**config.mk**
```make
export PLATFORM = sky130hd
export DESIGN_NAME = vga_scan_generator
export DESIGN_NICKNAME = d
export VERILOG_FILES = /design/src/rtl/vga_scan_generator.sv
export SDC_FILE = /design/constraint.sdc
export NUM_CORES = 1
export LEC_CHECK = 0
export BUFFER_PORTS_ARGS = -buffer_cell sky130_fd_sc_hd__buf_2
export CAP_MARGIN = 20
export CORE_MARGIN = 5
export CORE_UTILIZATION = 57
export DETAILED_ROUTE_END_ITERATION = 8
export GPL_TIMING_DRIVEN = 0
export PLACE_DENSITY = 0.89
export SLEW_MARGIN = 20
export SYNTH_ARGS = -nofsm -noshare
export SYNTH_HDL_FRONTEND = slang
export SYNTH_SLANG_ARGS = --single-unit
export TNS_END_PERCENT = 20
```
**constraint.sdc**
```tcl
create_clock -name clk -period 2.51 [get_ports clk]
set_input_delay 0.502 -clock clk [delete_from_list [all_inputs] [get_ports clk]]
set_output_delay 0.502 -clock clk [all_outputs]
set_load 0.02 [all_outputs]
```
**src/rtl/vga_scan_generator.sv**
```systemverilog
// VGA raster timing generator for the Game-of-Life canvas renderer.
// Scans the raster, maps every visible pixel to a grid cell, issues the cell
// read to the canvas RAM and aligns the returned alive bit with the sync and
// cursor flags so that the renderer sees all outputs change on the same clk edge.
module vga_scan_generator #(
  parameter int H_ACTIVE    = 640,
  parameter int H_FP        = 16,
  parameter int H_SYNC      = 96,
  parameter int H_BP        = 48,
  parameter int V_ACTIVE    = 480,
  parameter int V_FP        = 10,
  parameter int V_SYNC      = 2,
  parameter int V_BP        = 33,
  parameter int CELL_SHIFT  = 4,
  parameter int GRID_W      = H_ACTIVE >> CELL_SHIFT,
  parameter int GRID_H      = V_ACTIVE >> CELL_SHIFT,
  parameter int ADDR_W      = 11,
  parameter int RAM_LATENCY = 1
) (
  input  logic              clk,
  input  logic              reset,
  input  logic              pixelTick,
  input  logic [5:0]        cursorX,
  input  logic [4:0]        cursorY,
  output logic [ADDR_W-1:0] cellAddr,
  input  logic              cellData,
  output logic              hsync,
  output logic              vsync,
  output logic              pixelActive,
  output logic              isCursor,
  output logic              pixelState,
  output logic              frameStart
);

  localparam int H_TOTAL  = H_ACTIVE + H_FP + H_SYNC + H_BP;
  localparam int V_TOTAL  = V_ACTIVE + V_FP + V_SYNC + V_BP;
  localparam int H_W      = $clog2(H_TOTAL);
  localparam int V_W      = $clog2(V_TOTAL);
  localparam int HS_START = H_ACTIVE + H_FP;
  localparam int HS_END   = HS_START + H_SYNC - 1;
  localparam int VS_START = V_ACTIVE + V_FP;
  localparam int VS_END   = VS_START + V_SYNC - 1;

  // row * GRID_W built from shifted copies of row, one per set bit of GRID_W.
  // The operand is already ADDR_W wide, so no partial product is truncated
  // for any address the visible area can produce.
  function automatic logic [ADDR_W-1:0] times_grid_w(input logic [ADDR_W-1:0] r);
    logic [ADDR_W-1:0] acc;
    acc = '0;
    for (int i = 0; i < 31; i++) begin
      if (((GRID_W >> i) & 1) == 1) acc = acc + (r << i);
    end
    return acc;
  endfunction

  // Raster position
  logic [H_W-1:0]    hCount_q, hCount_d;
  logic [V_W-1:0]    vCount_q, vCount_d;

  // Stage 0 values derived from the current raster position
  logic [H_W-1:0]    col0;
  logic [V_W-1:0]    row0;
  logic              active0, hs0, vs0, cur0, wrap0;
  logic [ADDR_W-1:0] addr0;

  // Stage 0 registers: RAM address plus the flags waiting for the RAM data
  logic [ADDR_W-1:0] cellAddr_q;
  logic              hs0_q, vs0_q, act0_q, cur0_q;

  // Tick delay line that marks the clk on which the RAM data is valid
  logic [RAM_LATENCY:1] tick_sr_q;
  logic                 cap_stb;

  // Output registers
  logic hsync_q, vsync_q, pixelActive_q, isCursor_q, pixelState_q, frameStart_q;

  // Next raster position: step one pixel per tick, wrapping line then frame
  always_comb begin
    hCount_d = hCount_q;
    vCount_d = vCount_q;
    if (pixelTick) begin
      if (hCount_q == H_W'(H_TOTAL - 1)) begin
        hCount_d = '0;
        if (vCount_q == V_W'(V_TOTAL - 1)) vCount_d = '0;
        else                               vCount_d = vCount_q + V_W'(1);
      end else begin
        hCount_d = hCount_q + H_W'(1);
      end
    end
  end

  // Raster counter register
  always_ff @(posedge clk) begin
    if (reset) begin
      hCount_q <= '0;
      vCount_q <= '0;
    end else begin
      hCount_q <= hCount_d;
      vCount_q <= vCount_d;
    end
  end

  // Stage 0 decode: visibility, cell address, sync windows and cursor hit
  always_comb begin
    col0    = hCount_q >> CELL_SHIFT;
    row0    = vCount_q >> CELL_SHIFT;
    active0 = (hCount_q < H_W'(H_ACTIVE)) && (vCount_q < V_W'(V_ACTIVE));
    addr0   = '0;
    if (active0) addr0 = times_grid_w(ADDR_W'(row0)) + ADDR_W'(col0);
    hs0     = !((hCount_q >= H_W'(HS_START)) && (hCount_q <= H_W'(HS_END)));
    vs0     = !((vCount_q >= V_W'(VS_START)) && (vCount_q <= V_W'(VS_END)));
    // An off-grid cursor never matches, even where the column or row bits alias
    cur0    = active0
              && (int'(cursorX) < GRID_W) && (int'(cursorY) < GRID_H)
              && (int'(col0) == int'(cursorX)) && (int'(row0) == int'(cursorY));
    wrap0   = (hCount_q == H_W'(H_TOTAL - 1)) && (vCount_q == V_W'(V_TOTAL - 1));
  end

  // Stage 0 register: launch the RAM read and park the flags on each tick
  always_ff @(posedge clk) begin
    if (reset) begin
      cellAddr_q <= '0;
      hs0_q      <= 1'b1;
      vs0_q      <= 1'b1;
      act0_q     <= 1'b0;
      cur0_q     <= 1'b0;
    end else if (pixelTick) begin
      cellAddr_q <= addr0;
      hs0_q      <= hs0;
      vs0_q      <= vs0;
      act0_q     <= active0;
      cur0_q     <= cur0;
    end
  end

  // Delay the tick by the RAM latency so capture lands when cellData is valid
  always_ff @(posedge clk) begin
    if (reset) begin
      tick_sr_q <= '0;
    end else begin
      tick_sr_q[1] <= pixelTick;
      for (int i = 2; i <= RAM_LATENCY; i++) tick_sr_q[i] <= tick_sr_q[i-1];
    end
  end

  assign cap_stb = tick_sr_q[RAM_LATENCY];

  // Output stage: flags and the alive bit update together; blanked pixels read as dead
  always_ff @(posedge clk) begin
    if (reset) begin
      hsync_q       <= 1'b1;
      vsync_q       <= 1'b1;
      pixelActive_q <= 1'b0;
      isCursor_q    <= 1'b0;
      pixelState_q  <= 1'b0;
    end else if (cap_stb) begin
      hsync_q       <= hs0_q;
      vsync_q       <= vs0_q;
      pixelActive_q <= act0_q;
      isCursor_q    <= cur0_q;
      pixelState_q  <= act0_q & cellData;
    end
  end

  // Single-clk frame marker on the tick that wraps the raster back to (0,0)
  always_ff @(posedge clk) begin
    if (reset) frameStart_q <= 1'b0;
    else       frameStart_q <= pixelTick & wrap0;
  end

  assign cellAddr    = cellAddr_q;
  assign hsync       = hsync_q;
  assign vsync       = vsync_q;
  assign pixelActive = pixelActive_q;
  assign isCursor    = isCursor_q;
  assign pixelState  = pixelState_q;
  assign frameStart  = frameStart_q;

endmodule

```
# Word level (Yosys, flattened, before mapping)
# Index checks and enable logic that the tools add are counted.
[word_totals]
elab_cells = 48
inputBits = 15
output_inout_bits = 17
reg_bits = 42
[op_classes]
n_eq_ne = 4
add_sub_neg = 4
n_reduce_logical = 11
magnitude_cmp = 8
bitwise = 2
muxes = 5
[op_table]
columns = ["operator", "n"]
rows = [
  ["2-to-1 mux 11 bit", 3],
  ["adder 10 x 1 -> 10 bit, second input constant", 2],
  ["== test 10 bit, second input constant", 2],
  ["2-to-1 mux 10 bit", 2],
  ["== test 6 bit", 2],
  ["adder 11 bit", 1],
  ["adder 11 x 6 -> 11 bit", 1],
  ["greater-or-equal comparator 10 bit, second input constant", 1],
  ["greater-or-equal comparator 10 x 9 -> 1 bit, second input constant", 1],
  ["less-or-equal comparator 10 bit, second input constant", 1],
  ["less-or-equal comparator 10 x 9 -> 1 bit, second input constant", 1],
  ["less-than comparator 10 bit, second input constant", 1],
  ["less-than comparator 10 x 9 -> 1 bit, second input constant", 1],
  ["logical AND 1 bit", 8],
  ["less-than comparator 6 bit, second input constant", 1],
  ["less-than comparator 5 bit, second input constant", 1],
  ["AND 1 bit", 2],
  ["logical NOT 1 bit", 2],
  ["AND reduction 2 bit", 1],
]

# Longest topological paths before layout
# Gate-level depths: netlist of the first run.
[logic_depth]
word_depth = 7
ltp_mapped = 8
depth_no_buf = 8

# Least setup slack after synthesis of the first run
# OpenSTA, ideal clock, no wires.
[synth_path]
kind = "register to register"
from = "reg vCount_q[5]"
to = "reg cellAddr_q[9], in the netlist cellAddr[9]"
setup_time_ps = 124
arrival_time_ps = 1888
t_required_ps = 2386
stages_incl_launch_ff = 8
synth_period_minus_slack_ps = 2012
path_slack_ps = 498
path_buffers = 0
cell_sequence = "dfxtp_1 > inv_1 > fa_1 > nor2b_1 > o21ai_0 > nor4b_1 > mux2i_1 > o21ai_1"
[synth_between]
elab_chain_cells = 5
elab_cells_between_ends = 7
cone_classes = "2 x add/sub; 1 x order compare; 3 x mux; 1 x reduce/logical"
[synth_rtl]
columns = ["element", "line", "rtl"]
rows = [
  ["start, declared", "58", "logic [V_W-1:0] vCount_q, vCount_d;"],
  ["start signal, assigned", "99", "vCount_q <= vCount_d;"],
  ["2-to-1 mux 11 bit", "109", "if (active0) addr0 = times_grid_w(ADDR_W'(row0)) + ADDR_W'(col0);"],
  ["adder 11 bit", "51", "if (((GRID_W >> i) & 1) == 1) acc = acc + (r << i);"],
  ["2-to-1 mux 11 bit", "109", ""],
  ["adder 11 x 6 -> 11 bit", "109", ""],
  ["2-to-1 mux 11 bit *", "109", ""],
  ["end signal, assigned", "128", "cellAddr_q <= addr0;"],
  ["end, declared", "67", "logic [ADDR_W-1:0] cellAddr_q;"],
]
# Mark *: on every way between the ends. The rest lies on a longest branch, timed or not. The select of a mux whose other input is x is not followed.
# A chain may end at the register's enable or synchronous reset.

# Worst setup path in the final report of the first run
[layout_path]
from = "reg vCount_q[6]"
to = "reg cellAddr_q[9], in the netlist cellAddr[9]"
# The elaborated chain is that of the path after synthesis.

==> results.md, run 1 <==
* Outcome: complete, no violations
* Worst slew pin tran at 0.513 ns
* Maximum clock rate at 435 MHz
* Initial antenna violation count at 0
* Hold_sp: cellAddr[9]
* Die width at 74.1 µm
* Worst path required time at 2.69 ns
* TNS Setup at 0 ns
* Max-cap violations at 0
* Final setup margin at 0.212 ns
* Core Area at 0.00400 mm²
* Most frequent cells in the layout: dfxtp_1, buf_2, nor2_1, nand2_1, xnor2_1
* Vias per cell at 5.70
* Ports at 32
* Clk_lat worst skew at 0.29 ns
* Max transition margin at 0.658
* Hold EP: cellAddr[9]
* FF-to-FF End: cellAddr[9]
* Synthesized flop and latch total at 42
* CTS Buf Count at 5
* Startpoint Class: flop
* Clock Skew at 0.00391 ns
* Final net count at 329
* RR Startpoint: vCount_q[6]
* Initial Utilization at 0.585
* Peak supply drop at 290 µV
* Worst path arrival time at 2.47 ns
* Vias at 2005
* Post-synth ARST share at 0
* Global-route wire length before repair at 8.62 mm
* Worst path slowest cell: dfxtp_1
* Ys Warns at 0
* Final Hold Vio Count at 0
* Diodes inserted at 0
* Area Overhead vs Synth at 14.1%
* Die H at 74.1 µm
* R2r setup slk at 0.21 ns
* Cell Area, Synth at 0.00234 mm²
* Synthesized instance count at 264
* GR Util All Layers at 0.202
* Pwr dens at 481 mW/mm²
* Place WS at 0.153 ns
* Worst-path clk slew at 0.08 ns
* Worst Setup SP: vCount_q[6]
* Post-synth EDFFs at 0
* Detailed-route wire length per cell at 14.8 µm
* Routed WL at 5.21 mm
* Reg2reg path depth at 7
* CP dominant cell by count: ha_1
* Part of the Yosys area used for sequential elements at 0.360
* Static leakage at 1.11 nW
* DR iter-0 viols at 122
* Total gr overflow at 0
* Htree depth at 2
* Clk sinks at 42
* Hold Path Stages at 2
* RePlAce Congestion at 0.845
* Setup violations, final at 0
* Die ar. at 0.00548 mm²
* Fin. max-slew vios at 0
* CTS tree: built
* Drt drc at 0
* Distinct cells, synth at 45
* Critical Path Fanout Max at 8
* Dpl hpwl at 3.79 mm
* Post-route ant nets at 0
* DRT Pass-1 Iters at 4
* Clk root buf: clkbuf_8
* Post-Syn Nets at 292
* Vias in the first global route at 1891
* Cell row count at 23
* Max Root-Sink Buffers at 2
* Crit path cell chain: ha_1, ha_1, nor2b_1, o21ai_0, nor4b_2, mux2i_1, o21ai_1
* Syn Area/Cell at 8.86 µm²
* I/O Buffers at 30
* HP Class: flop to flop
* Share of cells above drive strength 1 at 0.195
* Critical Setup Path Class: flop to flop
* Commonest non-fill, non-tap cell in the layout: dfxtp_1
* RSZ-0062 raised after global routing: no
* Dominant synthesized flop cell: dfxtp_1
* Largest net degree at the start of global routing at 14
* Worst Setup End Kind: flop
* Tcrit/Tclk final at 0.915
* Total power at 0.00128 W
* Crit path largest cell delay at 0.52 ns
* Tmin final at 2.30 ns
through the flow:
step,cell area [µm²],utilization,instances,hold WS (ns)
final,2670,0.667,352,0.459
after global routing,2670,0.667,352,0.491
after CTS,2660,0.665,352,0.463
after detailed placement,2550,0.638,344,0.451
after global placement,2550,0.638,344,0.448
after floorplan,2340,-,264,0.439
report_power, final:
group	switching (W)	internal, W	total, W
Clock	0.000232	0.000297	0.000529
Combinational	0.0000448	0.0000319	0.0000767
Sequential	0.00000548	0.000672	0.000677
logic make-up (layout without fill, tap and decap cells):
logic type,count (synthesis),after routing,synth area share
simple gates,103,103,0.252
buf+inv,30,68,0.0653
compound gates,39,39,0.105
xor+xnor,31,31,0.116
fa+ha+maj,13,13,0.0760
flops,42,42,0.360
mux,6,6,0.0257
layout make-up:
cell class / count / area, µm²
Clock buffer: 6 / 72.6
Multi-Input combinational cell: 192 / 1350
Sequential cell: 42 / 842
Tap cell: 50 / 62.6
Clock inverter: 2 / 37.5
Inverter: 13 / 48.8
Fill cell: 330 / 1330
Timing Repair Buffer: 30 / 150
Buffer: 17 / 104
routing by layer:
metal / global-route usage / routed length [µm] / vias up
met5: 0 / 0 / -
met4: 0.103 / 129 / 0
met3: 0.0378 / 380 / 13
met2: 0.315 / 2470 / 65
met1: 0.266 / 2230 / 954
li1: - / - / 973
cells in the mapped netlist (2+ instances only):
cell / instances / share of area
buf_2: 5 / 0.011
a21oi_1: 13 / 0.028
nand2b_1: 3 / 0.0080
nor2_1: 33 / 0.053
xor2_1: 13 / 0.049
nor2b_1: 2 / 0.0053
or3_1: 2 / 0.0053
nand3_1: 7 / 0.015
buf_6: 3 / 0.014
a21o_1: 3 / 0.0096
nor2_2: 2 / 0.0053
buf_4: 3 / 0.0096
clkbuf_1: 6 / 0.0096
nand2_1: 22 / 0.035
ha_1: 11 / 0.059
mux2i_1: 6 / 0.026
o21ai_0: 8 / 0.017
a22oi_1: 7 / 0.022
nor4b_1: 4 / 0.015
fa_1: 2 / 0.017
nand4_1: 9 / 0.024
nand4_4: 2 / 0.018
and3_1: 6 / 0.016
xnor2_1: 18 / 0.067
inv_1: 13 / 0.021
dfxtp_1: 42 / 0.36
state kept, by name, summed over array words and instances, names as in the netlist:
register / count
act0_q: 1
cap_stb: 1
cellAddr: 11
cur0_q: 1
frameStart: 1
hCount_q: 10
hs0_q: 1
hsync: 1
isCursor: 1
pixelActive: 1
pixelState: 1
vCount_q: 10
vs0_q: 1
vsync: 1
critical path: cells and delay by family (launching register included):
family / cells / cell delay, ns
AOI/OAI and AO/OA: 2 / 0.26
adders and majority gates: 2 / 0.65
DFF: 1 / 0.52
muxes: 1 / 0.24
and+or+nand+nor: 2 / 0.51
worst max-delay path by stage:
| stage | endpoint | slack [ns] | cells past startpoint |
|---|---|---|---|
| 2_1_floorplan | cellAddr[9] | 0.50 | 7 |
| 6_report | cellAddr[9] | 0.21 | 7 |
| 4_1_cts | cellAddr[9] | 0.10 | 7 |
| 3_3_place_gp | cellAddr[9] | 0.21 | 7 |
| 3_5_place_dp | cellAddr[9] | 0.15 | 7 |
| 5_1_grt | cellAddr[9] | 0.04 | 7 |
repair_timing:
item                       4_1_cts  5_1_grt
setup buffers                    0        0
setup endpoints to repair        0        1
hold buffers                     0        0
gates resized for setup          0        2
Power figures use the tool's default switching activity.
==> inputs of run 2 (changes only) <==
ABC_AREA = 1   (was default)
CORE_UTILIZATION = 58   (was 57)
PLACE_DENSITY = 0.9   (was 0.89)
==> run 2 against run 1 <==
Setup slack better by 0.30 ns. Count of clock-buffer cells in the layout down 1. Clock skew about the same. Worst hold slack got worse by 0.0088 ns. First-iteration DRC count rose by 66%. Maximum frequency is 15% higher. Non-clock buffer count decreased by 6. Flip-flop and latch count did not move. Global-route usage grew 0.31 points. Utilization down 0.46 points.
==> results.md, run 2 <==
* Placed Cells incl. Taps at 439
* Post-Syn Nets at 386
* Post-route cell area at 0.00287 mm²
* I/O Buffers at 29
* Placed Area at 0.00277 mm²
* Initial Utilization at 0.592
* Setup violations, final at 0
* Count leader, synth: nand2_1
* # resized after CTS at 0
* TNS Setup at 0 ns
* Post-route ant nets at 0
* CTS Hold Bufs at 0
* Footprint of the multi-input gates at 0.00148 mm²
* Post-synth EDFFs at 0
* Outcome: complete, no violations
* DRT Pass-1 Iters at 4
* Htree depth at 2
* Post-route insts no fill at 447
* Initial antenna violation count at 0
* Clk root buf: clkbuf_8
* DR iter-0 viols at 202
* Worst Setup End Kind: flop
* Largest net degree at the start of global routing at 16
* Critical Setup Path Class: flop to flop
* HP Class: input pin to flop
* Synthesized instance count at 358
* Dominant synthesized flop cell: dfxtp_1
* Filler cells at 392
* Commonest non-fill, non-tap cell in the layout: nand2_1
* GR Util All Layers at 0.205
* Tmin final at 1.99 ns
* Share of cells above drive strength 1 at 0.197
* Static leakage at 1.28 nW
* Dpl hpwl at 4.53 mm
* R2r setup slk at 0.52 ns
* Total gr overflow at 0
* Pwr dens at 427 mW/mm²
* Startpoint Class: flop
* Syn Area/Cell at 7.15 µm²
* Clk sinks at 42
* Worst path slowest cell: dfxtp_1
* Storage cell area at 841 µm²
* Detailed-route wire length per cell at 12.9 µm
* Worst slew pin tran at 0.493 ns
* Fin. max-slew vios at 0
* Clk_lat worst skew at 0.30 ns
* Cell row count at 24
* RSZ-0062 raised after global routing: no
* Worst path arrival time at 2.18 ns
* Final Hold Vio Count at 0
* Most frequent cells in the layout: nand2_1, dfxtp_1, inv_1, buf_2, nor2_1
* Max reg flops at 11
* Clock Skew at 0.00434 ns
* Crit path largest cell delay at 0.43 ns
* Routed WL at 5.75 mm
* Vias at 2450
* CTS Buf Count at 5
* Max-cap violations at 0
* Yosys top cell area share at 0.328
* Peak supply drop at 365 µV
* Worst-path clk slew at 0.09 ns
* Worst path required time at 2.69 ns
* Distinct cells, synth at 44
* Global-route wire length before repair at 10.1 mm
* Area contributors post-synth: dfxtp_1, nand2_1, nand3_1
* Area Overhead vs Synth at 11.9%
* Post-synth top cells: nand2_1, dfxtp_1, inv_1
* Diodes inserted at 0
* Vias in the first global route at 2350
* Ports at 32
* Tcrit/Tclk final at 0.795
* Area leader, netlist: dfxtp_1
* RePlAce Congestion at 0.891
* Crit path cell chain: buf_2, inv_1, fa_1, inv_1, nand2_1, nand2_1, nand2_1, xor2_1, nor2_1, a21oi_1, nor2_1
* CP dominant cell by count: nand2_1
* Core Area at 0.00432 mm²
* Family with the most delay on the worst path: buffers and inverters
* Vias per cell at 5.48
* CTS tree: built
* Final net count at 422
* Die ar. at 0.00584 mm²
* Drt drc at 0
* Critical Path Fanout Max at 9
* Ys Warns at 0
* # Post-CTS Setup Buffers at 0
* Die H at 76.5 µm
* Max Root-Sink Buffers at 2
* Part of the Yosys area used for sequential elements at 0.328
* Bufs and invs on worst path at 3
* Post-synth ARST share at 0
* Max transition margin at 0.672
* Die width at 76.5 µm
* Maximum clock rate at 501 MHz
* Synthesized flop and latch total at 42
* Cell Area, Synth at 0.00256 mm²
## run 2: power breakdown
group          internal [W]  total [W]  switching, W  leakage [nW]
logic             0.0000297  0.0000833     0.0000536         0.899
clock network      0.000201   0.000456      0.000256        0.0447
registers          0.000676   0.000683    0.00000707         0.340
## run 2: cell type report
type,count,share of cell area
clock buffers,5,0.0240
inverters,42,0.0576
repair buffers,29,0.0507
clock inverters,3,0.00873
well taps,52,0.0227
multi-input cells,262,0.517
flip-flops and latches,42,0.293
plain buffers,12,0.0262
## run 2: cells by family after synthesis
| kind of cell | Yosys count | synth area share |
|---|---|---|
| and+or+nand+nor | 194 | 0.372 |
| buffers and inverters | 54 | 0.0938 |
| AOI/OAI and AO/OA | 45 | 0.0992 |
| DFF | 42 | 0.328 |
| adders and majority gates | 13 | 0.0694 |
| xor gates and xnor gates | 10 | 0.0371 |
## run 2: per-layer routing
layer  vias to the layer above  track usage  routed length [µm]
met5                         -            0                   0
met4                         0       0.0997                 187
met2                        71        0.348                2800
li1                       1237            -                   -
met1                      1122        0.237                2400
met3                        20       0.0532                 358
## run 2: worst register-to-register path, cell delays in order, from the launching register on
cell and delay (ns):
dfxtp_1 0.43, buf_2 0.24, inv_1 0.12, fa_1 0.41, inv_1 0.08, nand2_1 0.06
nand2_1 0.06, nand2_1 0.08, xor2_1 0.17, nor2_1 0.05, a21oi_1 0.13, nor2_1 0.05
## run 2: per-stage QoR
step	utilization	total power, W	hold slack [ns]	setup slack [ns]
after global routing	0.663	0.00129	0.442	0.289
after CTS	0.663	0.00124	0.449	0.527
final	0.663	0.00122	0.451	0.515
after global placement	0.641	0.000780	0.444	0.611
after floorplan	-	0.000752	0.442	0.796
after detailed placement	0.641	0.000782	0.447	0.552
## run 2: final timing paths
path,cells past startpoint,endpoint,startpoint
min reg2reg,2,hsync,hsync
min,3,pixelState,cellData
max reg2reg,11,cellAddr[7],vCount_q[5]
max,11,cellAddr[7],vCount_q[5]
